<file path="config.mk">
export PLATFORM = sky130hd
export DESIGN_NAME = fetch_stage_flat
export DESIGN_NICKNAME = d
export VERILOG_FILES = /design/src/rtl/fetch_stage_pkg.sv /design/src/rtl/fetch_stage_if.sv /design/src/rtl/fetch_stage_fifo.sv /design/src/rtl/fetch_stage.sv /design/src/flat_wrapper.sv
export SDC_FILE = /design/constraint.sdc
export NUM_CORES = 1
export LEC_CHECK = 0
export ABC_AREA = 1
export CORE_MARGIN = 10
export CORE_UTILIZATION = 40
export DETAILED_ROUTE_END_ITERATION = 16
export SLEW_MARGIN = 25
export SYNTH_ARGS = -nofsm -noshare
export SYNTH_HDL_FRONTEND = slang
export SYNTH_SLANG_ARGS = --single-unit
export TNS_END_PERCENT = 100
</file>
<file path="constraint.sdc">
create_clock -name clk -period 2.2 [get_ports clk]
set_input_delay 0.66 -clock clk [delete_from_list [all_inputs] [get_ports clk]]
set_output_delay 0.66 -clock clk [all_outputs]
set_load 0.01 [all_outputs]
</file>
<file path="src/rtl/fetch_stage_pkg.sv">
// Shared definitions for the instruction fetch stage: FSM encoding,
// the NOP filler word and the default reset fetch address.
package fetch_stage_pkg;

    typedef enum logic {
        ST_RUN   = 1'b0,
        ST_DRAIN = 1'b1
    } fetch_state_t;

    localparam logic [31:0] NOP_INSTR        = 32'h0000_0013;
    localparam logic [31:0] DEFAULT_RESET_PC = 32'h0000_0000;

    function automatic logic [31:0] word_align(input logic [31:0] addr);
        return addr & ~32'h0000_0003;
    endfunction

endpackage

</file>
<file path="src/rtl/fetch_stage_if.sv">
// Instruction-memory request/acknowledge bus between the fetch stage
// (master) and the instruction memory (slave).
interface fetch_stage_if;

    logic        imem_req;
    logic [31:0] imem_addr;
    logic        imem_ack;
    logic [31:0] imem_rdata;

    modport master (
        output imem_req,
        output imem_addr,
        input  imem_ack,
        input  imem_rdata
    );

    modport slave (
        input  imem_req,
        input  imem_addr,
        output imem_ack,
        output imem_rdata
    );

endinterface

</file>
<file path="src/rtl/fetch_stage_fifo.sv">
// Small {pc, instr} buffer between the memory response and the IF/ID
// register; flush has priority over push and pop.
module fetch_fifo
    import fetch_stage_pkg::*;
#(
    parameter int DEPTH = 2
) (
    input  logic                       clk,
    input  logic                       rst_n,
    input  logic                       i_push,
    input  logic                       i_pop,
    input  logic                       i_flush,
    input  logic [31:0]                i_push_pc,
    input  logic [31:0]                i_push_instr,
    output logic [$clog2(DEPTH+1)-1:0] o_count,
    output logic                       o_full,
    output logic [31:0]                o_head_pc,
    output logic [31:0]                o_head_instr
);

    localparam int PTR_W = (DEPTH > 1) ? $clog2(DEPTH) : 1;
    localparam int CNT_W = $clog2(DEPTH + 1);
    localparam logic [PTR_W-1:0] LAST = PTR_W'(DEPTH - 1);
    localparam logic [CNT_W-1:0] FULL = CNT_W'(DEPTH);

    logic [31:0]      r_pc    [DEPTH];
    logic [31:0]      r_instr [DEPTH];
    logic [PTR_W-1:0] r_rd_ptr;
    logic [PTR_W-1:0] r_wr_ptr;
    logic [CNT_W-1:0] r_count;
    logic             w_do_push;
    logic             w_do_pop;

    function automatic logic [PTR_W-1:0] ptr_inc(input logic [PTR_W-1:0] p);
        return (p == LAST) ? '0 : p + 1'b1;
    endfunction

    assign w_do_push = i_push && (r_count != FULL);
    assign w_do_pop  = i_pop && (r_count != '0);

    always_ff @(posedge clk or negedge rst_n) begin
        if (!rst_n) begin
            r_rd_ptr <= '0;
            r_wr_ptr <= '0;
            r_count  <= '0;
            for (int i = 0; i < DEPTH; i++) begin
                r_pc[i]    <= '0;
                r_instr[i] <= NOP_INSTR;
            end
        end else if (i_flush) begin
            r_rd_ptr <= '0;
            r_wr_ptr <= '0;
            r_count  <= '0;
        end else begin
            if (w_do_push) begin
                r_pc[r_wr_ptr]    <= i_push_pc;
                r_instr[r_wr_ptr] <= i_push_instr;
                r_wr_ptr          <= ptr_inc(r_wr_ptr);
            end
            if (w_do_pop) begin
                r_rd_ptr <= ptr_inc(r_rd_ptr);
            end
            case ({w_do_push, w_do_pop})
                2'b10:   r_count <= r_count + 1'b1;
                2'b01:   r_count <= r_count - 1'b1;
                default: r_count <= r_count;
            endcase
        end
    end

    assign o_count      = r_count;
    assign o_full       = (r_count == FULL);
    assign o_head_pc    = r_pc[r_rd_ptr];
    assign o_head_instr = r_instr[r_rd_ptr];

endmodule

</file>
<file path="src/rtl/fetch_stage.sv">
// Instruction fetch stage: one outstanding memory request, 2-entry
// prefetch buffer, redirect with discard of a stale in-flight response.
//
// state    | meaning
// ---------+---------------------------------------------------------
// ST_RUN   | normal fetch: request while buffer has room, push acks
// ST_DRAIN | hold the abandoned request until its ack, drop the data
module fetch_stage
    import fetch_stage_pkg::*;
#(
    parameter logic [31:0] RESET_PC   = DEFAULT_RESET_PC,
    parameter int          FIFO_DEPTH = 2
) (
    input  logic          clk,
    input  logic          rst_n,
    input  logic          PC_EN_IF,
    input  logic          redirect_valid,
    input  logic [31:0]   redirect_pc,
    fetch_stage_if.master imem,
    output logic          inst_valid,
    output logic [31:0]   inst_IF,
    output logic [31:0]   PC_IF
);

    localparam int CNT_W = $clog2(FIFO_DEPTH + 1);

    fetch_state_t     r_state;
    fetch_state_t     w_state_nxt;
    logic [31:0]      r_fetch_pc;
    logic [31:0]      w_fetch_pc_nxt;
    logic [31:0]      r_drain_addr;
    logic [31:0]      w_drain_addr_nxt;
    logic             r_started;
    logic             w_req;
    logic [31:0]      w_addr;
    logic             w_push;
    logic             w_pop;
    logic             w_flush;
    logic [CNT_W-1:0] w_count;
    logic             w_full;
    logic [31:0]      w_head_pc;
    logic [31:0]      w_head_instr;
    logic [31:0]      w_redirect_target;

    assign w_redirect_target = word_align(redirect_pc);

    always_ff @(posedge clk or negedge rst_n) begin
        if (!rst_n) begin
            r_state      <= ST_RUN;
            r_fetch_pc   <= RESET_PC;
            r_drain_addr <= '0;
            r_started    <= 1'b0;
        end else begin
            r_state      <= w_state_nxt;
            r_fetch_pc   <= w_fetch_pc_nxt;
            r_drain_addr <= w_drain_addr_nxt;
            r_started    <= 1'b1;
        end
    end

    // r_started keeps imem_req low until the first edge after reset release,
    // so an ack landing in that window finds no request and is ignored.
    always_comb begin
        w_state_nxt      = r_state;
        w_fetch_pc_nxt   = r_fetch_pc;
        w_drain_addr_nxt = r_drain_addr;
        w_req            = 1'b0;
        w_addr           = r_fetch_pc;
        w_push           = 1'b0;
        w_flush          = 1'b0;
        w_pop            = inst_valid && PC_EN_IF && !redirect_valid;

        case (r_state)
            ST_RUN: begin
                w_req  = r_started && !w_full;
                w_addr = r_fetch_pc;
                if (redirect_valid) begin
                    w_flush        = 1'b1;
                    w_fetch_pc_nxt = w_redirect_target;
                    if (w_req && !imem.imem_ack) begin
                        w_state_nxt      = ST_DRAIN;
                        w_drain_addr_nxt = r_fetch_pc;
                    end
                end else if (w_req && imem.imem_ack) begin
                    w_push         = 1'b1;
                    w_fetch_pc_nxt = r_fetch_pc + 32'd4;
                end
            end
            ST_DRAIN: begin
                w_req  = 1'b1;
                w_addr = r_drain_addr;
                if (imem.imem_ack) begin
                    w_state_nxt = ST_RUN;
                end
                if (redirect_valid) begin
                    w_flush        = 1'b1;
                    w_fetch_pc_nxt = w_redirect_target;
                end
            end
            default: begin
                w_state_nxt = ST_RUN;
            end
        endcase
    end

    fetch_fifo #(
        .DEPTH (FIFO_DEPTH)
    ) u_fifo (
        .clk          (clk),
        .rst_n        (rst_n),
        .i_push       (w_push),
        .i_pop        (w_pop),
        .i_flush      (w_flush),
        .i_push_pc    (r_fetch_pc),
        .i_push_instr (imem.imem_rdata),
        .o_count      (w_count),
        .o_full       (w_full),
        .o_head_pc    (w_head_pc),
        .o_head_instr (w_head_instr)
    );

    assign imem.imem_req  = w_req;
    assign imem.imem_addr = w_addr;

    assign inst_valid = (w_count != '0);
    assign inst_IF    = inst_valid ? w_head_instr : NOP_INSTR;
    assign PC_IF      = inst_valid ? w_head_pc : 32'h0000_0000;

endmodule

</file>
<file path="src/flat_wrapper.sv">
// flat-port wrapper written by rule: the top's interface ports become plain ports
module fetch_stage_flat import fetch_stage_pkg::*;
#(
    parameter logic [31:0] RESET_PC   = DEFAULT_RESET_PC,
    parameter int          FIFO_DEPTH = 2
)
  (clk, rst_n, PC_EN_IF, redirect_valid, redirect_pc, inst_valid, inst_IF, PC_IF, imem_imem_req, imem_imem_addr, imem_imem_ack, imem_imem_rdata);
  fetch_stage_if imem_i ();
  input  logic clk;
  input  logic rst_n;
  input  logic PC_EN_IF;
  input  logic redirect_valid;
  input  logic [31:0] redirect_pc;
  output logic inst_valid;
  output logic [31:0] inst_IF;
  output logic [31:0] PC_IF;
  output wire logic [$bits(imem_i.imem_req)-1:0] imem_imem_req;
  output wire logic [$bits(imem_i.imem_addr)-1:0] imem_imem_addr;
  input wire logic [$bits(imem_i.imem_ack)-1:0] imem_imem_ack;
  input wire logic [$bits(imem_i.imem_rdata)-1:0] imem_imem_rdata;
  assign imem_imem_req = imem_i.imem_req;
  assign imem_imem_addr = imem_i.imem_addr;
  assign imem_i.imem_ack = imem_imem_ack;
  assign imem_i.imem_rdata = imem_imem_rdata;
  fetch_stage #(.RESET_PC(RESET_PC), .FIFO_DEPTH(FIFO_DEPTH)) u_core (.clk(clk), .rst_n(rst_n), .PC_EN_IF(PC_EN_IF), .redirect_valid(redirect_valid), .redirect_pc(redirect_pc), .imem(imem_i), .inst_valid(inst_valid), .inst_IF(inst_IF), .PC_IF(PC_IF));
endmodule
</file>
==> results of run 1 <==
[cells by family after synthesis]
| logic type | count (synthesis) | synth area share |
|---|---|---|
| AOI/OAI and AO/OA | 313 | 0.172 |
| and+or+nand+nor | 543 | 0.228 |
| other | 2 | 0.000806 |
| xor gates and xnor gates | 9 | 0.00846 |
| DFF | 190 | 0.511 |
| adders and majority gates | 1 | 0.00134 |
| buffers and inverters | 156 | 0.0784 |
[flip-flops by register name, indices dropped and copies added (netlist names)]
signal,count
u_core.u_fifo.r_instr,64
u_core.u_fifo.r_pc,60
u_core.r_drain_addr,30
u_core.r_fetch_pc,30
u_core.u_fifo.o_count,2
u_core.r_started,1
u_core.r_state,1
u_core.u_fifo.r_rd_ptr,1
u_core.u_fifo.r_wr_ptr,1
[layer usage]
| layer | vias up | share of wire | GRT usage | wire length [µm] |
|---|---|---|---|---|
| met5 | - | 0 | 0 | 0 |
| met4 | 0 | 0.016 | 0.0522 | 497 |
| met3 | 37 | 0.047 | 0.0386 | 1450 |
| met2 | 236 | 0.48 | 0.321 | 14800 |
| met1 | 4265 | 0.46 | 0.262 | 14000 |
| li1 | 4389 | - | - | - |
[stage by stage]
stage,setup TNS (ns),setup WS [ns],utilization,hold slack (ns)
floorplan,0,0.262,-,0.364
global placement,-1.28,-0.0976,0.513,0.463
detailed placement,-1.37,-0.0907,0.513,0.466
CTS,-5.85,-0.204,0.575,0.121
global route,-9.17,-0.202,0.604,0.129
finish,-5.53,-0.162,0.604,0.119
[where the power goes]
| group | internal [mW] | switching [mW] |
|---|---|---|
| registers | 4.47 | 0.808 |
| logic | 1.81 | 2.09 |
| clock network | 1.72 | 1.49 |
| total | 7.99 | 4.39 |
[placed cells by master, fill, tap and decap left out, drive strengths merged, types with 8 or more instances in the layout]
master / Yosys / final
buf: 38 / 218
nor2: 78 / 78
xor2: 8 / 8
nand2: 429 / 429
dfrtp: 184 / 184
inv: 82 / 90
o21ai: 204 / 204
nand3: 32 / 32
a21oi: 101 / 101
clkdlybuf4s50: 0 / 65
clkbuf: 36 / 24
[final cells by class]
class	count	area [µm²]
multi-input combinational	871	4800
clock buffer	17	425
clock inverter	14	173
sequential	190	4770
timing repair buffer	291	2890
inverter	82	318
tap	313	392
fill	2047	9010
[worst paths after layout]
path                       cells after the start  slack (ns)                                     to                                   from
setup / recovery                               6       -0.16                            inst_IF[27]     u_core.u_fifo.r_rd_ptr$_DFFE_PN0P_
hold / removal                                 1        0.12  u_core.u_fifo.r_instr[18]$_DFFE_PN0P_                                  rst_n
setup reg to reg                               9        0.25      u_core.r_fetch_pc[22]$_DFFE_PN0P_       u_core.r_fetch_pc[2]$_DFFE_PN0P_
hold reg to reg                                2        0.48  u_core.u_fifo.r_instr[32]$_DFFE_PN1P_  u_core.u_fifo.r_instr[32]$_DFFE_PN1P_
max in group asynchronous                      2        1.39  u_core.u_fifo.r_instr[33]$_DFFE_PN1P_                                  rst_n
min in group clk                               2        0.48  u_core.u_fifo.r_instr[32]$_DFFE_PN1P_  u_core.u_fifo.r_instr[32]$_DFFE_PN1P_
[repair_timing]
item | CTS | global route
setup endpoints to repair | 94 | 85
resized for setup | 539 | 240
setup buffers | 29 | 21
hold buffers | 0 | 0
cloned | 9 | 7
endpoints found under the hold margin | 0 | 0
pin swaps | 37 | 53
[cell usage after synthesis (all sizes together)]
cell type  number
nor2           78
a21oi         101
o22ai           2
nand3b          1
inv            82
buf            38
a31oi           1
ha              1
conb            2
nand3          32
nand2         429
xnor2           1
o21ai         204
nand4           1
dfrtp         184
xor2            8
nor3            2
clkbuf         36
o211ai          4
a22oi           1
dfstp           6
==> flow_metrics.py, run 1 <==
metrics = {
    "sta": {
        "layout_worst_path_cycle_share": 1.07,
        "maxClockFrequency_ghz": 0.423,
        "timing_hold_violations_final": 0,
        "final.setup.worst_slack_ns": -0.162,
        "final.setup_skew_ns": 0.0129,
        "final-max-slew-violation-count": 0,
        "final-setup-viol-count": 74,
        "rsz0062_at_grt": "true",
        "finalCriticalPeriod_ns": 2.36,
    },
    "critical_path": {
        "worstPathMaxFanout": 6,
        "critPathKind": "reg2out",
        "cpLargestDelayFamily": "buffers and inverters",
        "timing.critical_path.slowest_stage_cell": "dfrtp_2",
        "cp_num_buf_inv": 4,
        "cp_data_arrival_time_ns": 1.70,
        "critical_path.startpoint_type": "flip-flop",
        "timing.critical_path.slowest_cell_delay_ns": 0.46,
        "cell_chain_of_the_critical_path": "buf_8 -> buf_6 -> clkbuf_16 -> nand2_2 -> a21oi_2 -> buf_2",
        "cp.required_ns": 1.54,
        "worst_setup_path_end_kind": "primary output",
    },
    "global_route": {
        "grt_max_degree": 57,
        "global_route_usage_over_all_layers": 0.197,
        "grt_pass1_wl_um": 48000,
        "antenna_found_initial": 0,
        "number_of_global_route_vias_before_repair": 8756,
        "grt_overflow_total": 0,
    },
    "place": {
        "place_congestion": 0.908,
        "buffer_ports.inserted": 160,
        "postPlaceCellArea_um2": 11700,
        "placed_cells_incl_taps": 1692,
        "dp.final_hpwl_um": 19800,
    },
    "floorplan": {
        "chipHeight_um": 173,
        "chipWidth_um": 173,
        "pin_count": 167,
        "fp-row-count": 55,
        "start_util": 0.409,
        "floorplan.core_area_um2": 22800,
        "die-area_um2": 29800,
    },
    "route": {
        "drtPass1Iterations": 5,
        "postRouteAntennaNets": 0,
        "vias_per_cell": 5.02,
        "detail_route.wirelength_um": 30800,
        "detail_route.wl_per_cell_um": 17.3,
        "drt_drc": 0,
        "drt_iter0_markers": 880,
        "dr_total_vias": 8927,
    },
    "status": {
        "outcome": "finished, violations left",
        "violations": "negative setup slack",
    },
    "logic_synthesis": {
        "postSynthAreaPerCell_um2": 7.67,
        "synth.ff_latch_count": 190,
        "library_cells_used_by_synthesis": 31,
        "yosysWarnings": 0,
        "synthesis.area_um2": 9320,
        "synth.top_cell.area_share": 0.494,
        "synth_sequential_area_ratio": 0.511,
        "synth_area_leaders": "dfrtp_1 (49%), nand2_1 (17%), o21ai_1 (5.7%)",
        "post-synth-top-area-cell": "dfrtp_1",
        "synthCells": 1214,
    },
    "power_and_ir_drop": {
        "leakage_nw": 6.62,
        "vdd_drop_max_mv": 0.523,
        "power_density_nw_per_um2": 900,
        "post-layout-total-power_mw": 12.4,
    },
    "clocking": {
        "tritoncts": "done",
        "clockRootBuffer": "clkbuf_16",
        "cts_buffers": 17,
        "clkSinkCount": 190,
        "clock_insertion_delay_worst_skew_ns": 0.44,
        "clk_pin_slew_ns": 0.08,
        "max_h_tree_level": 4,
        "max-clock-path-buffers": 2,
    },
    "hold_path": {
        "holdCritPathClass": "in2async",
    },
    "cells_and_area": {
        "drive_above_1_share": 0.325,
        "num-nets-final": 1523,
        "layout.cell_area.non_filler_um2": 13800,
        "area_delta_synth_final_pct": 47.7,
        "insertedDiodeCount": 0,
        "post_layout_nonfiller_instances": 1778,
    },
    "job": {
        "timing.max_cap.violations": 0,
    },
}
No activity file was read; power rests on OpenSTA's default activity.
==> inputs of run 2 (changes only) <==
--- a/config.mk
+++ b/config.mk
@@ -9,7 +9,7 @@
 export CORE_MARGIN = 10
 export CORE_UTILIZATION = 40
 export DETAILED_ROUTE_END_ITERATION = 16
-export SLEW_MARGIN = 25
+export SLEW_MARGIN = 0
 export SYNTH_ARGS = -nofsm -noshare
 export SYNTH_HDL_FRONTEND = slang
 export SYNTH_SLANG_ARGS = --single-unit
==> results of run 2 <==
Final layout, timing and power as in run 1 (identical DEF).
==> inputs of run 3 (changes only) <==
--- a/config.mk
+++ b/config.mk
@@ -6,9 +6,10 @@
 export NUM_CORES = 1
 export LEC_CHECK = 0
 export ABC_AREA = 1
-export CORE_MARGIN = 10
 export CORE_UTILIZATION = 40
 export DETAILED_ROUTE_END_ITERATION = 16
+export GPL_ROUTABILITY_DRIVEN = 0
+export GPL_TIMING_DRIVEN = 0
 export SLEW_MARGIN = 0
 export SYNTH_ARGS = -nofsm -noshare
 export SYNTH_HDL_FRONTEND = slang
==> flow_metrics.py, run 3 (synthesis results as in run 1) <==
metrics = {
    "route": {
        "dr_total_vias": 8899,
        "drtPass1Iterations": 6,
        "drt_drc": 0,
        "detail_route.wirelength_um": 29600,
        "drt_iter0_markers": 581,
        "vias_per_cell": 5.20,
        "postRouteAntennaNets": 0,
        "detail_route.wl_per_cell_um": 17.3,
    },
    "sta": {
        "final.setup.worst_slack_ns": -0.136,
        "relSlewSlack": 0.428,
        "worst_pin_slew_ns": 0.858,
        "timing.hold.ws_ns": 0.298,
        "rsz0062_at_grt": "true",
        "layout_worst_path_cycle_share": 1.06,
        "finalCriticalPeriod_ns": 2.34,
        "final-max-slew-violation-count": 0,
        "finalSetupTns_ns": -4.45,
        "timing_hold_violations_final": 0,
        "final.setup_skew_ns": 0.00946,
        "final-setup-viol-count": 61,
        "maxClockFrequency_ghz": 0.428,
    },
    "clocking": {
        "clkSinkCount": 190,
        "clock_insertion_delay_worst_skew_ns": 0.43,
        "clockRootBuffer": "clkbuf_16",
        "clk_pin_slew_ns": 0.07,
        "max_h_tree_level": 4,
        "cts_buffers": 17,
        "tritoncts": "done",
        "cts-hold-fix-buffers": 0,
        "max-clock-path-buffers": 2,
    },
    "global_route": {
        "antenna_found_initial": 1,
        "number_of_global_route_vias_before_repair": 8533,
        "grt_overflow_total": 0,
        "global_route_usage_over_all_layers": 0.250,
        "grt_max_degree": 110,
        "grt_pass1_wl_um": 46200,
    },
    "cells_and_area": {
        "fin_util": 0.550,
        "insertedDiodeCount": 0,
        "top_register": "u_core.u_fifo.r_instr",
        "drive_above_1_share": 0.223,
        "layout.cell_area.non_filler_um2": 12500,
        "biggestRegsByFlops": "u_core.u_fifo.r_instr: 64 flops, u_core.u_fifo.r_pc: 60 flops",
        "area_delta_synth_final_pct": 34.1,
        "number_of_flip_flops_in_the_largest_register": 64,
        "num-nets-final": 1487,
        "commonest_non_fill_non_tap_cell_in_the_layout": "nand2_1",
        "mostFrequentLayoutCells": "nand2_1 (405), dfrtp_1 (183), o21ai_1 (112), buf_2 (97), nor2_1 (75)",
        "post_layout_nonfiller_instances": 1712,
    },
    "place": {
        "postPlaceCellArea_um2": 11300,
        "buffer_ports.inserted": 160,
        "dp.final_hpwl_um": 20700,
        "dp_slack_ns": -0.692,
        "placed_cells_incl_taps": 1663,
    },
    "power_and_ir_drop": {
        "clkPwrFrac": 0.284,
        "cell_internal_power_mw": 7.77,
        "combinationalPowerShare": 0.280,
        "vdd_drop_max_mv": 0.558,
        "switchingPower_mw": 3.86,
        "switching_share": 0.332,
        "power_density_nw_per_um2": 932,
        "leakage_nw": 5.88,
        "pwr-share-seq": 0.436,
        "post-layout-total-power_mw": 11.6,
    },
    "floorplan": {
        "floorplan.core_area_um2": 22700,
        "pin_count": 167,
        "fp-row-count": 55,
        "chipHeight_um": 155,
        "die-area_um2": 23900,
        "start_util": 0.410,
        "chipWidth_um": 155,
    },
    "critical_path": {
        "critPathKind": "reg2out",
        "cp.required_ns": 1.54,
        "worst_setup_path_end_kind": "primary output",
        "worstPathMaxFanout": 6,
        "critical_path.startpoint_type": "flip-flop",
        "cp_data_arrival_time_ns": 1.68,
    },
    "job": {
        "timing.max_cap.violations": 0,
    },
    "status": {
        "violations": "negative setup slack",
        "outcome": "finished, violations left",
    },
    "hold_path": {
        "holdCritPathClass": "in2async",
    },
}
run 3: cell count changes in the layout (fill, tap and decap cells not counted), sizes merged, moves of 2 or more:
cell / change
dlygate4sd2: +2
inv: -9
buf: -67
bufinv: +2
clkbuf: +31
run 3: power by group through the flow:
stage	Combinational [mW]	Clock, mW	Sequential [mW]
final	3.26	3.30	5.07
after global routing	3.65	3.50	5.20
after CTS	3.12	3.33	5.02
after detailed placement	2.99	0	5.07
after global placement	2.93	0	5.06
after floorplan	1.77	0	4.94
run 3: area by class of cell:
type,count,area (µm²)
plain buffers,71,672
clock buffers,20,457
clock inverters,9,161
fillers,2170,10200
inverters,82,322
multi-input cells,871,4290
flip-flops and latches,190,4760
well taps,285,357
repair buffers,184,1470
run 3: timing repair:
| action | in CTS | in global routing |
|---|---|---|
| cloned | 1 | 4 |
| pin swaps | 10 | 13 |
| gates resized for setup | 523 | 86 |
| setup endpoints to repair | 96 | 81 |
| setup buffers | 11 | 7 |
run 3: layer usage:
layer,GRT usage,up-vias,share of wire
li1,-,4302,-
met1,0.342,4315,0.44
met3,0.0392,26,0.055
met4,0.0731,2,0.015
met2,0.410,254,0.49
met5,0,-,0.00027
run 3: worst paths after layout:
check | startpoint | to | slack, ns | depth (start not counted)
worst max register to register | u_core.u_fifo.o_count[1]$_DFFE_PN0P_ | u_core.r_fetch_pc[19]$_DFFE_PN0P_ | 0.35 | 8
worst min-delay path | rst_n | u_core.u_fifo.r_instr[51]$_DFFE_PN0P_ | 0.30 | 1
worst max-delay path | u_core.u_fifo.r_rd_ptr$_DFFE_PN0P_ | PC_IF[8] | -0.14 | 6
max in group asynchronous | rst_n | u_core.u_fifo.r_rd_ptr$_DFFE_PN0P_ | 0.98 | 2
min in group clk | u_core.u_fifo.r_instr[4]$_DFFE_PN1P_ | u_core.u_fifo.r_instr[4]$_DFFE_PN1P_ | 0.48 | 2
worst min register to register | u_core.u_fifo.r_instr[4]$_DFFE_PN1P_ | u_core.u_fifo.r_instr[4]$_DFFE_PN1P_ | 0.48 | 2
run 3: worst max-delay path, cell delays in order (launching register included):
cell	delay, ns
dfrtp_2	0.48
clkinv_4	0.12
buf_6	0.14
clkbuf_16	0.16
nand2_2	0.05
a21oi_2	0.15
buf_2	0.15
